==> config.mk <==
export PLATFORM = sky130hd
export DESIGN_NAME = srl_sra_seq
export DESIGN_NICKNAME = d
export VERILOG_FILES = /design/src/rtl/srl_sra_seq.sv
export SDC_FILE = /design/constraint.sdc
export NUM_CORES = 1
export LEC_CHECK = 0
export ABC_AREA = 1
export ABC_CLOCK_PERIOD_IN_PS = 1300
export BUFFER_PORTS_ARGS = -buffer_cell sky130_fd_sc_hd__buf_2
export CORE_UTILIZATION = 25
export DETAILED_ROUTE_END_ITERATION = 7
export GPL_ROUTABILITY_DRIVEN = 0
export GPL_TIMING_DRIVEN = 0
export MAX_ROUTING_LAYER = met4
export PLACE_DENSITY = 0.55
export SYNTH_ARGS = -nofsm -noshare
export SYNTH_HDL_FRONTEND = slang
export SYNTH_SLANG_ARGS = --single-unit
export TNS_END_PERCENT = 1
==> constraint.sdc <==
create_clock -name clk -period 1.3 [get_ports clk]
set_input_delay 0.13 -clock clk [delete_from_list [all_inputs] [get_ports clk]]
set_output_delay 0.13 -clock clk [all_outputs]
set_load 0.1 [all_outputs]
==> src/rtl/srl_sra_seq.sv <==
// Iterative SRL/SRA shifter: IDLE -> SHIFT -> DONE, with flush and async reset.
// Define FAST_SHIFT4_EN to take 4-bit steps while at least 4 bits remain.
module srl_sra_seq (
  input  logic        clk,
  input  logic        rst_n,
  input  logic        start,
  input  logic        flush,
  input  logic        arith,
  input  logic [31:0] data_in,
  input  logic [4:0]  shamt,
  output logic        busy,
  output logic        done,
  output logic [31:0] result
);

  typedef enum logic [1:0] {
    S_IDLE  = 2'd0,
    S_SHIFT = 2'd1,
    S_DONE  = 2'd2
  } state_t;

  state_t      r_state;
  state_t      w_next;
  logic [31:0] r_result;
  logic [4:0]  r_cnt;
  logic        r_sign;
  logic        w_accept;
  logic [31:0] w_shifted;
  logic [4:0]  w_cnt_next;

  assign w_accept = (r_state == S_IDLE) && start && !flush;

`ifdef FAST_SHIFT4_EN
  always_comb begin
    w_shifted  = {r_sign, r_result[31:1]};
    w_cnt_next = r_cnt - 5'd1;
    if (r_cnt >= 5'd4) begin
      w_shifted  = {{4{r_sign}}, r_result[31:4]};
      w_cnt_next = r_cnt - 5'd4;
    end
  end
`else
  assign w_shifted  = {r_sign, r_result[31:1]};
  assign w_cnt_next = r_cnt - 5'd1;
`endif

  always_comb begin
    w_next = r_state;
    unique case (r_state)
      S_IDLE: begin
        if (w_accept)
          w_next = (shamt == 5'd0) ? S_DONE : S_SHIFT;
      end
      S_SHIFT: begin
        if (w_cnt_next == 5'd0)
          w_next = S_DONE;
      end
      S_DONE:  w_next = S_IDLE;
      default: w_next = S_IDLE;
    endcase
    // flush beats everything, including a same-edge start
    if (flush)
      w_next = S_IDLE;
  end

  always_ff @(posedge clk or negedge rst_n) begin
    if (!rst_n) begin
      r_state <= S_IDLE;
    end else begin
      r_state <= w_next;
    end
  end

  always_ff @(posedge clk or negedge rst_n) begin
    if (!rst_n) begin
      r_result <= 32'h0;
      r_cnt    <= 5'd0;
      r_sign   <= 1'b0;
    end else if (w_accept) begin
      r_result <= data_in;
      r_cnt    <= shamt;
      r_sign   <= arith & data_in[31];
    end else if (r_state == S_SHIFT && !flush) begin
      r_result <= w_shifted;
      r_cnt    <= w_cnt_next;
    end
  end

  assign busy   = (r_state != S_IDLE);
  assign done   = (r_state == S_DONE);
  assign result = r_result;

endmodule

; Yosys cells after proc, flatten, opt, wreduce, memory -nomap -nowiden
; Index checks and enable logic that the tools add are counted.
[classes]
n_addsub = 1
multipliers = 0
div_mod_pow = 0
n_lt_le_gt_ge = 0
eq_ne = 4
n_shift = 0
n_mux = 9
bitwise = 1
reduce_logical = 10
[op_table]
columns = op, n
row1 = 32-bit 2-to-1 mux, 2
row2 = 5-bit logical NOT, 2
row3 = 5-bit 2-to-1 mux, 2
row4 = 2-bit 2-to-1 mux, 4
row5 = "3-bit != test, second input constant", 2
row6 = "5-bit by 1-bit subtractor with 5-bit output, second input constant", 1
row7 = 2-bit case mux with 2 select lines, 1
row8 = 2-bit nonzero test, 2
row9 = 1-bit logical AND, 3
row10 = "2-bit by 1-bit equality test with 1-bit output, second input constant", 1
row11 = "2-bit equality test, second input constant", 1
row12 = 2-bit logical NOT, 1
row13 = 2-bit AND reduction, 1
row14 = 1-bit AND, 1
row15 = 1-bit logical NOT, 1
[word_totals]
ff_bits = 40
latchBits = 0
mem_bits_rw = 0
mem_bits_ro = 0
input_bits = 42
out_inout_bits = 34
word_cells = 29
n_memories = 0

; Logic depth before layout (Yosys ltp)
[depth]
word_depth = 6
mapped_depth = 8
mapped_depth_nobuf = 8

; Worst setup path after synthesis
; Ideal clock, no wire load.
[synth_timing]
path_kind = flip-flop to output port
start = reg r_state[0]
end = out done
t_arrival_ns = 1.655
t_required_ns = 1.170
path_slack_ns = -0.485
stages_incl_launch_ff = 2
n_path_buf = 0
path_cell_list = dfrtp_1 nor2_1
[synth_between]
elab_chain_len = 1
[synth_lines]
columns = item, line
row1 = start: declaration, 22  ; state_t r_state;
row2 = start signal: assignment, 70  ; r_state <= w_next;
row3 = 2-bit equality test, 90  ; assign done = (r_state == S_DONE);
row4 = end: declaration, 12  ; output logic done,
; Every way passes these cells.

; Worst setup path in the final report
[layout_timing]
start = reg r_state[0]
end = reg r_result[24], in the netlist result[24]
[layout_between]
elab_chain_len = 4
word_cells_on_any_way = 7
classes_between = 1 x eq/ne / 1 x mux / 5 x reduce/logical
[layout_lines]
columns = item, line
row1 = 2-bit logical NOT, 31  ; assign w_accept = (r_state == S_IDLE) && start && !flush;
row2 = 1-bit logical AND (2 in series), 31
row3 = 32-bit 2-to-1 mux or 2-bit nonzero test (tied branches), n/a
row4 = end signal: assignment, 80  ; r_result <= data_in;
row5 = end signal: assignment, 84  ; r_result <= w_shifted;
row6 = end: declaration, 24  ; logic [31:0] r_result;
; Parallel ways exist; a longest one is shown, timed or not.
; A chain may end at the register's enable or synchronous reset.

==> impl_metrics.py <==
metrics = {
    "worst_setup_path": {
        "critPathLaunchType": "flip-flop",
        "cp_slowest_cell": "dfrtp_2",
        "r2r_end": "result[24]$_DFFE_PN0P_",
        "critical_path_required_ps": 1480,
        "r2r_start": "r_state[0]$_DFFE_PN0P_",
        "cp-end-kind": "flip-flop",
        "slowest_delay_ps": 450,
        "reg2reg_slack_ps": -140,
        "crit_family": "simple AND/OR/NAND/NOR gates",
        "worst_ep_arrival_time_ps": 1610,
        "worstSetupStartpoint": "r_state[0]$_DFFE_PN0P_",
        "critPathMaxFanout": 10,
        "rr_worst_depth": 7,
        "crit_cells": 7,
        "crit_type": "flip-flop to flip-flop",
        "cp_cell_sequence": "nor2_4, inv_8, nor3_4, nor2_4, buf_6, nand2_1, nand3_2",
        "crit_buf_inv": 2,
        "endpoint": "result[24]$_DFFE_PN0P_",
        "cpMostUsedCell": "nor2_4",
    },
    "cts": {
        "htreeDepth": 2,
        "root_buffer": "clkbuf_8",
        "clkTransAtPathRegs_ps": 80,
        "cts_max_path_buffers": 2,
        "worstSkewPairLatency_ps": 290,
        "holdBufCountCts": 0,
        "tritoncts": "done",
        "clock-sinks": 40,
        "numCtsBuffers": 5,
    },
    "sta": {
        "worst_pin_slew_ps": 930,
        "setup_violations": 41,
        "fin_setup_tns_ps": -4460,
        "rsz0062_at_grt": "true",
        "period_needed_ps": 1440,
        "finalCritPeriodShare_pct": 110,
        "setup_slack_ps": -136,
        "slew_viol_final": 0,
        "hold_ws_ps": -42.9,
        "max_clock_freq_ghz": 0.696,
        "slew_headroom_pct": 38.0,
        "skew_ps": 8.95,
        "hold_viol_final": 40,
    },
    "synthesis": {
        "yosysSeqAreaShare_pct": 53.7,
        "synth_nets": 279,
        "yosys_warnings": 0,
        "synth_ff_type": "dfrtp_1",
        "post-synth-top-area-fraction_pct": 53.7,
        "synth_cell_types": 19,
        "ys_async_sr_fraction_pct": 100,
        "synth_area_um2": 1870,
        "yosysMostFrequentCell": "nand2_1",
        "synth_largest_area_cell": "dfrtp_1",
        "synth_common_cells": "nand2_1, dfrtp_1, nand3_1, inv_1, buf_2",
        "synth_edf_count": 0,
        "ys_ff_latch": 40,
        "synth.avg_cell_area_um2": 7.94,
        "syn_inst": 235,
        "synthTopCellsByArea": "dfrtp_1, nand2_1, nand3_1, buf_2, inv_1",
    },
    "die": {
        "die_x_um": 88.4,
        "die_h_um": 88.4,
        "coreArea_um2": 7210,
        "die-area_um2": 7810,
        "rows": 31,
        "num_io_pins": 76,
        "start_util_pct": 25.9,
    },
    "global_route": {
        "grt_pass1_wl_um": 7950,
        "grt_start_max_net_pins": 41,
        "first_global_vias": 1660,
        "grt_overflow_total": 0,
        "track_usage_pct": 13.9,
        "grt_antenna_before_repair": 0,
    },
    "placement": {
        "preCtsSetupSlack_ps": -342,
        "hpwl_um": 3650,
        "io_buffers": 75,
    },
    "layout": {
        "n_fill_cell": 813,
        "final_util_pct": 35.8,
        "nets": 362,
        "diodes": 0,
        "area.growth.synth_to_final_pct": 38.5,
        "drive_gt1_share_pct": 34.2,
    },
    "detailed_routing": {
        "drt-total-wl_um": 5040,
        "via_per_inst": 4.36,
        "drc": 0,
        "drt_first_iter_violations": 60,
        "wl_per_cell_um": 12.1,
        "drtAntennaViolNets": 0,
        "drt_first_pass_iters": 7,
        "vias": 1824,
    },
    "outcome": {
        "violations": "hold timing, setup timing",
        "status": "complete, but fails checks",
    },
    "flow_run": {
        "maxCapViolCount": 0,
    },
    "min_path": {
        "min_path_type": "input port to async pin",
    },
}
## cell families after synthesis
family,synth area share [%]
fa+ha+maj,1.34
compound gates,3.42
buf+inv,4.96
simple gates,36.6
flops,53.7
## routing by layer
metal | part of all wire [%] | vias to the layer above | global-route usage [%]
met5 | 0 | - | -
met4 | 0.83 | 0 | 3.52
met3 | 5.6 | 6 | 3.17
met2 | 46 | 55 | 21.7
met1 | 47 | 844 | 18.1
li1 | - | 919 | -
## worst min path at each step
| stage | endpoint | slack (ps) | cells after the start |
|---|---|---|---|
| 3_3_place_gp | result[6]$_DFFE_PN0P_ | 340 | 1 |
| 3_5_place_dp | r_cnt[0]$_DFFE_PN0P_ | 330 | 1 |
| 4_1_cts | r_cnt[4]$_DFFE_PN0P_ | 2 | 1 |
| 6_report | r_cnt[0]$_DFFE_PN0P_ | -40 | 1 |
| 2_1_floorplan | r_cnt[0]$_DFFE_PN0P_ | -170 | 0 |
| 5_1_grt | r_cnt[2]$_DFFE_PN0P_ | 40 | 1 |
## area by class of cell
| class | instances | area, um^2 | share of cell area (%) |
|---|---|---|---|
| well taps | 99 | 124 | 4.79 |
| flip-flops and latches | 40 | 1000 | 38.8 |
| clock inverters | 2 | 15.0 | 0.581 |
| plain buffers | 10 | 83.8 | 3.24 |
| inverters | 12 | 55.1 | 2.13 |
| clock buffers | 6 | 82.6 | 3.20 |
| repair buffers | 76 | 409 | 15.8 |
| multi-input cells | 173 | 812 | 31.4 |
## flip-flops by register name, indices dropped and copies added (netlist names)
name     cells
result      32
r_cnt        5
r_state      2
r_sign       1
## placed cells by master, fill, tap and decap left out, drive strengths merged
cell / instances
nand2: 113
clkinvlp: 2
o211ai: 3
nor2: 8
buf: 82
a31oi: 1
dfrtp: 40
nand4: 2
a22oi: 4
nor3: 2
ha: 2
clkbuf: 10
nand3: 37
o21ai: 1
inv: 12
## repair_timing
item,in CTS,in global routing
pin swaps,3,0
gates resized for setup,12,11
setup buffers,1,0
endpoints found under the setup margin,42,44
## through the flow
stage                     std cells  cell area (um^2)
after floorplan                 235              1900
after global placement          409              2400
after detailed placement        409              2400
after CTS                       418              2550
after global routing            418              2580
final                           418              2580
Power is not shown: default switching activity piles up to over one toggle a cycle in this logic, so the estimate is an artifact.
